## src/rtl/systolic_axis_bridge.sv

```systemverilog
// rtl/systolic_axis_bridge.sv - AXI-Stream front end sequencing an NxN systolic array
module systolic_axis_bridge #(
    parameter int N         = 3,
    parameter int DATA_W    = 8,
    parameter int ACC_W     = 16,
    parameter int IN_DEPTH  = 4,
    parameter int OUT_DEPTH = 4
) (
    input  logic                  axi_clk,
    input  logic                  axi_rst_n,
    input  logic                  s_axis_valid,
    input  logic [2*N*DATA_W-1:0] s_axis_data,
    input  logic                  s_axis_last,
    output logic                  s_axis_ready,
    output logic                  m_axis_valid,
    output logic [N*ACC_W-1:0]    m_axis_data,
    output logic                  m_axis_last,
    input  logic                  m_axis_ready,
    output logic                  arr_rst_n,
    output logic                  arr_en,
    output logic [N*DATA_W-1:0]   arr_a,
    output logic [N*DATA_W-1:0]   arr_b,
    input  logic [N*ACC_W-1:0]    arr_c,
    input  logic                  arr_c_valid,
    output logic                  err_len,
    output logic                  err_unexp
);
    localparam int ROW_W  = N * DATA_W;
    localparam int IN_W   = 2 * ROW_W;
    localparam int OUT_W  = N * ACC_W + 1;
    localparam int IN_AW  = (IN_DEPTH > 1) ? $clog2(IN_DEPTH) : 1;
    localparam int IN_CW  = $clog2(IN_DEPTH + 1);
    localparam int OUT_AW = (OUT_DEPTH > 1) ? $clog2(OUT_DEPTH) : 1;
    localparam int OUT_CW = $clog2(OUT_DEPTH + 1);
    localparam int CNT_W  = $clog2(2 * N + 1);
    localparam int CAP_W  = $clog2(N + 1);
    localparam int BI_W   = (N > 1) ? $clog2(N) : 1;

    typedef enum logic [2:0] {S_IDLE, S_FEED, S_FLUSH, S_COLLECT, S_CLEAR} state_t;

    state_t             state, state_nx;
    logic [CNT_W-1:0]   cnt, cnt_nx;
    logic [CAP_W-1:0]   cap_cnt;
    logic [BI_W-1:0]    beat_idx;

    logic [IN_W-1:0]    in_mem [IN_DEPTH];
    logic [IN_AW-1:0]   in_wr_ptr, in_rd_ptr;
    logic [IN_CW-1:0]   in_count;
    logic               in_push, in_pop;

    logic [OUT_W-1:0]   out_mem [OUT_DEPTH];
    logic [OUT_AW-1:0]  out_wr_ptr, out_rd_ptr;
    logic [OUT_CW-1:0]  out_count, out_free;
    logic               out_push, out_pop, cap_active;

    assign s_axis_ready = axi_rst_n && (in_count != IN_CW'(IN_DEPTH));
    assign in_push      = s_axis_valid && s_axis_ready;

    always_ff @(posedge axi_clk) begin
        if (!axi_rst_n) begin
            for (int i = 0; i < IN_DEPTH; i++) in_mem[i] <= '0;
            in_wr_ptr <= '0;
            in_rd_ptr <= '0;
            in_count  <= '0;
        end else begin
            if (in_push) begin
                in_mem[in_wr_ptr] <= s_axis_data;
                in_wr_ptr <= (in_wr_ptr == IN_AW'(IN_DEPTH - 1)) ? '0 : in_wr_ptr + IN_AW'(1);
            end
            if (in_pop)
                in_rd_ptr <= (in_rd_ptr == IN_AW'(IN_DEPTH - 1)) ? '0 : in_rd_ptr + IN_AW'(1);
            if (in_push && !in_pop)
                in_count <= in_count + IN_CW'(1);
            else if (!in_push && in_pop)
                in_count <= in_count - IN_CW'(1);
        end
    end

    // TLAST is only checked against the beat counter; it never steers sequencing
    always_ff @(posedge axi_clk) begin
        if (!axi_rst_n) begin
            beat_idx <= '0;
            err_len  <= 1'b0;
        end else if (in_push) begin
            if (s_axis_last != (beat_idx == BI_W'(N - 1)))
                err_len <= 1'b1;
            beat_idx <= (beat_idx == BI_W'(N - 1)) ? '0 : beat_idx + BI_W'(1);
        end
    end

    assign out_free = OUT_CW'(OUT_DEPTH) - out_count;

    always_comb begin
        state_nx = state;
        cnt_nx   = cnt;
        in_pop   = 1'b0;
        case (state)
            S_IDLE: begin
                if (in_count >= IN_CW'(N) && out_free >= OUT_CW'(N)) begin
                    state_nx = S_FEED;
                    cnt_nx   = '0;
                    in_pop   = 1'b1;
                end
            end
            S_FEED: begin
                if (cnt == CNT_W'(N - 1)) begin
                    cnt_nx   = '0;
                    state_nx = (N == 1) ? S_COLLECT : S_FLUSH;
                end else begin
                    cnt_nx = cnt + CNT_W'(1);
                    in_pop = 1'b1;
                end
            end
            S_FLUSH: begin
                if (cnt == CNT_W'(2 * N - 3)) begin
                    cnt_nx   = '0;
                    state_nx = S_COLLECT;
                end else begin
                    cnt_nx = cnt + CNT_W'(1);
                end
            end
            S_COLLECT: begin
                if (cap_cnt == CAP_W'(N))
                    state_nx = S_CLEAR;
            end
            S_CLEAR:  state_nx = S_IDLE;
            default:  state_nx = S_IDLE;
        endcase
    end

    // Array-side outputs are registered from the next state so the pop and arr_en share an edge
    always_ff @(posedge axi_clk) begin
        if (!axi_rst_n) begin
            state     <= S_IDLE;
            cnt       <= '0;
            arr_en    <= 1'b0;
            arr_a     <= '0;
            arr_b     <= '0;
            arr_rst_n <= 1'b0;
        end else begin
            state     <= state_nx;
            cnt       <= cnt_nx;
            arr_en    <= (state_nx == S_FEED) || (state_nx == S_FLUSH);
            arr_a     <= in_pop ? in_mem[in_rd_ptr][ROW_W-1:0] : '0;
            arr_b     <= in_pop ? in_mem[in_rd_ptr][IN_W-1:ROW_W] : '0;
            arr_rst_n <= (state_nx != S_CLEAR);
        end
    end

    assign cap_active = (state == S_FEED) || (state == S_FLUSH) || (state == S_COLLECT);
    assign out_push   = arr_c_valid && cap_active && (cap_cnt != CAP_W'(N));
    assign out_pop    = m_axis_valid && m_axis_ready;

    always_ff @(posedge axi_clk) begin
        if (!axi_rst_n) begin
            cap_cnt   <= '0;
            err_unexp <= 1'b0;
        end else begin
            if (state == S_CLEAR)
                cap_cnt <= '0;
            else if (out_push)
                cap_cnt <= cap_cnt + CAP_W'(1);
            if (arr_c_valid && !out_push)
                err_unexp <= 1'b1;
        end
    end

    always_ff @(posedge axi_clk) begin
        if (!axi_rst_n) begin
            for (int i = 0; i < OUT_DEPTH; i++) out_mem[i] <= '0;
            out_wr_ptr <= '0;
            out_rd_ptr <= '0;
            out_count  <= '0;
        end else begin
            if (out_push) begin
                out_mem[out_wr_ptr] <= {(cap_cnt == CAP_W'(N - 1)), arr_c};
                out_wr_ptr <= (out_wr_ptr == OUT_AW'(OUT_DEPTH - 1)) ? '0 : out_wr_ptr + OUT_AW'(1);
            end
            if (out_pop)
                out_rd_ptr <= (out_rd_ptr == OUT_AW'(OUT_DEPTH - 1)) ? '0 : out_rd_ptr + OUT_AW'(1);
            if (out_push && !out_pop)
                out_count <= out_count + OUT_CW'(1);
            else if (!out_push && out_pop)
                out_count <= out_count - OUT_CW'(1);
        end
    end

    assign m_axis_valid = (out_count != '0);
    assign m_axis_data  = out_mem[out_rd_ptr][N*ACC_W-1:0];
    assign m_axis_last  = out_mem[out_rd_ptr][N*ACC_W];

endmodule

```

## config.mk

```make
export PLATFORM = sky130hd
export DESIGN_NAME = systolic_axis_bridge
export DESIGN_NICKNAME = d
export VERILOG_FILES = /design/src/rtl/systolic_axis_bridge.sv
export SDC_FILE = /design/constraint.sdc
export NUM_CORES = 1
export LEC_CHECK = 0
export ABC_AREA = 1
export CAP_MARGIN = 10
export CELL_PAD_IN_SITES_DETAIL_PLACEMENT = 0
export CELL_PAD_IN_SITES_GLOBAL_PLACEMENT = 1
export CORE_ASPECT_RATIO = 1.2
export CORE_UTILIZATION = 45
export CTS_BUF_LIST = sky130_fd_sc_hd__clkbuf_2 sky130_fd_sc_hd__clkbuf_4 sky130_fd_sc_hd__clkbuf_8
export DETAILED_ROUTE_END_ITERATION = 10
export PLACE_DENSITY_LB_ADDON = 0.3
export SYNTH_ARGS = -nofsm -noshare
export SYNTH_HDL_FRONTEND = slang
export SYNTH_SLANG_ARGS = --single-unit
```

## constraint.sdc

```tcl
create_clock -name axi_clk -period 4.05 [get_ports axi_clk]
set_input_delay 0.405 -clock axi_clk [delete_from_list [all_inputs] [get_ports axi_clk]]
set_output_delay 0.405 -clock axi_clk [all_outputs]
set_load 0.05 [all_outputs]
```

* Yosys cells after proc, flatten, opt, wreduce, memory -nomap -nowiden *
Memories as Yosys holds them, arrays and structs flattened. A register that Yosys moved wholly into a read port is not among the register bits.
Index checks and enable logic that the tools add are counted.

cells by class
  $add $sub $neg = 12
  magnitude comparators = 2
  equal/unequal tests = 20
  multiplexer cells = 36
  bitwise operators = 1
  reductions and logical operators = 30

operators with widths
  kind                   count
  $mux W49               1
  $reduce_or A49 Y1      1
  $mux W48               1
  $reduce_or A48 Y1      1
  $mux W3                11
  $mux W2                9
  $eq A3 B2 Y1 const B   5
  $eq A2 B2 Y1 const B   7
  $add A2 B1 Y2 const B  6
  $pmux W3 S4            1
  $logic_and A1 B1 Y1    11
  $mux W1                11
  $add A3 B1 Y3 const B  3
  $pmux W3 S3            1
  $eq A3 B1 Y1 const B   2
  $ge A3 B2 Y1 const B   2
  $ne A3 B3 Y1 const B   2
  $reduce_and A2 Y1      3
  $reduce_bool A3 Y1     2
  $sub A3 B1 Y3 const B  2
  $logic_not A1 Y1       5
  $ne A2 B2 Y1 const B   2
  $reduce_bool A2 Y1     2
  $eq A3 B3 Y1 const B   1
  other kinds (7)        9

word-level totals
  register bits after elaboration = 28
  bits in writable memories = 388
  input port bits = 102
  logic and storage cells = 117
  memories = 2

memory list
  memory   words  bits a word  read ports  clocked after Yosys merged registers in  wr ports  line  text
  out_mem  4      49           1           1                                        4         51    logic [OUT_W-1:0] out_mem [OUT_DEPTH];
  in_mem   4      48           1           1                                        4         46    logic [IN_W-1:0] in_mem [IN_DEPTH];

* Depth between registers and ports, before layout *
  depth after elaboration = 10
  gate-level depth with buffers = 14
  depth with buffers taken out = 14

* Least setup slack after synthesis *
OpenSTA, ideal clock, no wires.

  path kind = input to register
  start point = input port axi_rst_n
  end point = memory in_mem[3][0] (netlist bit) (enable)
  arrival = 2.889 ns
  required time = 3.596 ns
  slack = 0.707 ns
  stages on the path = 5
  cell sequence = buf_4 nand3_4 nand2_1 nand2_1 nor2_1

RTL lines
  item             line  text
  start, declared  10    input logic axi_rst_n,
  end, declared    46

==> Implementation_results.wiki <==
{| class="wikitable"
! Metric !! Value
|-
| Layout area overhead || 21.1%
|-
| Horizontal extent of the die || 191 microns
|-
| Via density per instance || 5.14
|-
| Met3 Resource Use GR || 3.26%
|-
| Number of endpoints with negative hold slack in the final report || 0
|-
| Number of instances resized during post-cts repair || 0
|-
| Insertion delay of the later-clocked pin in the worst-skew pair || 0.62 ns
|-
| First-pass GRT wire length || 72000 microns
|-
| Half-perimeter wire length after detailed placement || 26000 microns
|-
| Critical path endpoint category || output pin
|-
| Main flop type after synthesis || sky130_fd_sc_hd__edfxtp_1
|-
| Final worst-path cycle share || 85.5%
|-
| Final max-slew violation count || 0
|-
| Detailed-routing iteration count for the pre-antenna-repair pass || 5
|-
| Cell count after synthesis || 1827
|-
| Worst path required time || 3.64 ns
|-
| Fraction of layout cells with a size suffix above 1 || 10.4%
|-
| Clock transition at the registers of the reported paths || 0.06 ns
|-
| Total number of nets in the final design || 2148
|-
| R2r worst-path depth || 14
|-
| Number of sinks driven by the clock tree || 466
|-
| Setup_tns || 0 ns
|-
| Number of placed I/O pins || 205
|-
| Global Route met1 Usage || 24.7%
|-
| Worst vdd rail ir drop || 429 uV
|-
| Max Fclk || 289 MHz
|-
| Count of hold buffers inserted by post-cts repair || 0
|-
| Sequential share of the synthesized area || 68.6%
|-
| Maximum clock insertion buffer count || 3
|-
| Minimum clock period || 3.46 ns
|-
| Post-synthesis async set-or-reset flop share || 0%
|-
| Starting DRC count in detailed routing || 751
|-
| Start point of the worst hold path || beat_idx[0]
|-
| Post-CTS setup buffer count || 0
|-
| Count of port buffers added during placement || 204
|-
| Total number of placement rows || 82
|-
| Number of CTS-inserted buffers || 75
|-
| Post-synthesis cell type with the largest combined area || sky130_fd_sc_hd__edfxtp_1
|-
| Initial antenna violation count || 0
|-
| Met2 track demand over resource || 38.6%
|-
| Total of endpoints with negative setup slack in the final report || 0
|-
| Leakage || 9.21 nW
|-
| Die Footprint || 0.0436 sq mm
|-
| Element type at the critical path start || register
|-
| Clock Root Buffer || sky130_fd_sc_hd__clkbuf_8
|-
| Top-count cell post-synth || sky130_fd_sc_hd__nor2_1
|-
| Main area contributors after synthesis || sky130_fd_sc_hd__edfxtp_1, sky130_fd_sc_hd__nor2_1, sky130_fd_sc_hd__dfxtp_1
|-
| Most crowded layer after global routing || met2
|-
| Average routed wire per standard cell || 17.5 microns
|-
| Result of the run || completed
|-
| RR Endpoint || in_count[2]
|-
| Worst min-delay path endpoint || beat_idx[1]
|-
| Post-synthesis register bit count || 466
|-
| Top cell type's share of synthesized area || 60.5%
|-
| Slew margin rel. || 29.3%
|-
| Areal power density over the cells || 662 mW/mm^2
|-
| Core Footprint || 0.0420 sq mm
|-
| Count of cells along the worst hold path || 2
|-
| Detail Route Antenna Nets || 0
|-
| ANT cells || 0
|-
| Launch point of the worst reg-to-reg path || out_count[0]
|-
| Crit path max fanout || 70
|-
| Largest net degree at the start of global routing || 79
|-
| Unrepaired setup endpoints after global routing || no
|-
| Number of global-route vias before repair || 13893
|-
| Worst min-delay path class || reg2reg
|-
| Cell area after synthesis || 0.0193 sq mm
|-
| Max-capacitance violation count || 0
|-
| Aggregate global routing overflow || 0
|-
| Syn_nets || 1946
|-
| Number of enable flip-flop cells after synthesis || 388
|-
| RePlAce Congestion || 0.762
|-
| Overall Global Routing Usage || 21.3%
|-
| H-tree depth || 3
|-
| Number of distinct library cell variants in the gate-level netlist after synthesis || 34
|-
| Tightest Pin Transition || 1.06 ns
|-
| Top post-synthesis cells by count || sky130_fd_sc_hd__nor2_1, sky130_fd_sc_hd__edfxtp_1, sky130_fd_sc_hd__o21ai_0
|-
| Arr. time, crit path || 3.06 ns
|-
| Core occupancy in the finished layout || 55.6%
|-
| Post-Route Skew || 0.0192 ns
|-
| Reg2reg setup slack || 1.38 ns
|-
| Via count || 13532
|-
| Number of design rule violations left after detail routing || 0
|-
| Die Y || 229 microns
|-
| Yosys synthesis warning count || 0
|-
| Fill cell instance count of the final layout || 3661
|-
| Type of the worst setup path || reg2out
|-
| Mean Syn Cell Area || 10.5 sq um
|-
| CTS tree || yes
|-
| Routed wire length || 46200 microns
|-
| Starting density of the core || 45.9%
|}
## cells by family after synthesis
| family | synth area share [%] |
|---|---|
| compound gates | 9.32 |
| flops | 68.6 |
| simple gates | 15.4 |
| fa+ha+maj | 1.18 |
| buf+inv | 5.41 |
| xor+xnor | 0.0455 |
## sequential cells by signal (all words and copies together) (netlist names), 3 cells and up, named ones only
name / count
out_count: 3
arr_b: 24
in_mem: 192
state: 3
arr_a: 24
cnt: 3
in_count: 3
out_mem: 196
## report_power, final
| part | internal, W | switching [W] |
|---|---|---|
| Sequential | 0.00583 | 0.000225 |
| Combinational | 0.00156 | 0.00372 |
| Clock | 0.00232 | 0.00180 |
## worst max path at each step
stage	to	cells past startpoint	slack (ns)
floorplan	in_mem[3][0]	5	0.71
global placement	s_axis_ready	5	1.11
detailed placement	s_axis_ready	5	1.11
CTS	m_axis_data[44]	5	0.53
global route	m_axis_data[44]	5	0.36
finish	m_axis_data[44]	5	0.59
## cells in the final DEF, fill, tap and decap left out, types with 8 or more instances in the layout
master,synthesis,final
sky130_fd_sc_hd__nor2_1,700,699
sky130_fd_sc_hd__ha_1,15,15
sky130_fd_sc_hd__dfxtp_1,78,74
sky130_fd_sc_hd__nand3_1,12,11
sky130_fd_sc_hd__nand2_2,4,14
sky130_fd_sc_hd__a21oi_1,40,40
sky130_fd_sc_hd__o21ai_0,197,197
sky130_fd_sc_hd__inv_1,129,127
sky130_fd_sc_hd__clkbuf_8,0,84
sky130_fd_sc_hd__edfxtp_1,388,388
sky130_fd_sc_hd__nand2_1,40,30
sky130_fd_sc_hd__o21ai_1,8,8
sky130_fd_sc_hd__a21oi_2,20,20
sky130_fd_sc_hd__clkdlybuf4s50_1,0,204
sky130_fd_sc_hd__clkinv_1,1,9
sky130_fd_sc_hd__inv_2,6,9
sky130_fd_sc_hd__clkbuf_4,0,32
sky130_fd_sc_hd__buf_4,2,28
sky130_fd_sc_hd__o22ai_1,51,51
## worst max-delay path, cell delays in order, from the launching register on
cell and delay [ns]:
sky130_fd_sc_hd__dfxtp_2 0.42, sky130_fd_sc_hd__inv_2 0.43, sky130_fd_sc_hd__buf_12 0.34, sky130_fd_sc_hd__o21ai_0 0.12, sky130_fd_sc_hd__o22ai_1 0.21, sky130_fd_sc_hd__clkdlybuf4s50_1 0.85
## per-stage QoR
| step | std cells | hold slack (ns) | worst slack, ns | area [sq um] | total power, W |
|---|---|---|---|---|---|
| 2_1_floorplan | 1827 | 0.449 | 0.707 | 19300 | 0.00969 |
| 3_3_place_gp | 2498 | 0.462 | 1.11 | 21800 | 0.0114 |
| 3_5_place_dp | 2498 | 0.464 | 1.11 | 21800 | 0.0115 |
| 4_1_cts | 2632 | 0.460 | 0.532 | 23300 | 0.0156 |
| 5_1_grt | 2632 | 0.490 | 0.362 | 23300 | 0.0162 |
| 6_report | 2632 | 0.466 | 0.587 | 23300 | 0.0155 |
## area by class of cell
class                   count  area (sq um)  share of cell area, %
flip-flops and latches    466         13200                   56.7
repair buffers            236          2330                   9.99
clock inverters            18           143                  0.611
clock buffers             116          1400                   5.98
well taps                 546           683                   2.93
multi-input cells        1113          5040                   21.6
inverters                 137           517                   2.21
## per-layer routing
metal,up-vias,share of wire [%]
met1,6522,40
met5,-,0
met4,0,2.6
met2,407,51
li1,6519,-
met3,84,5.8
(Power assumes the default switching activity.)
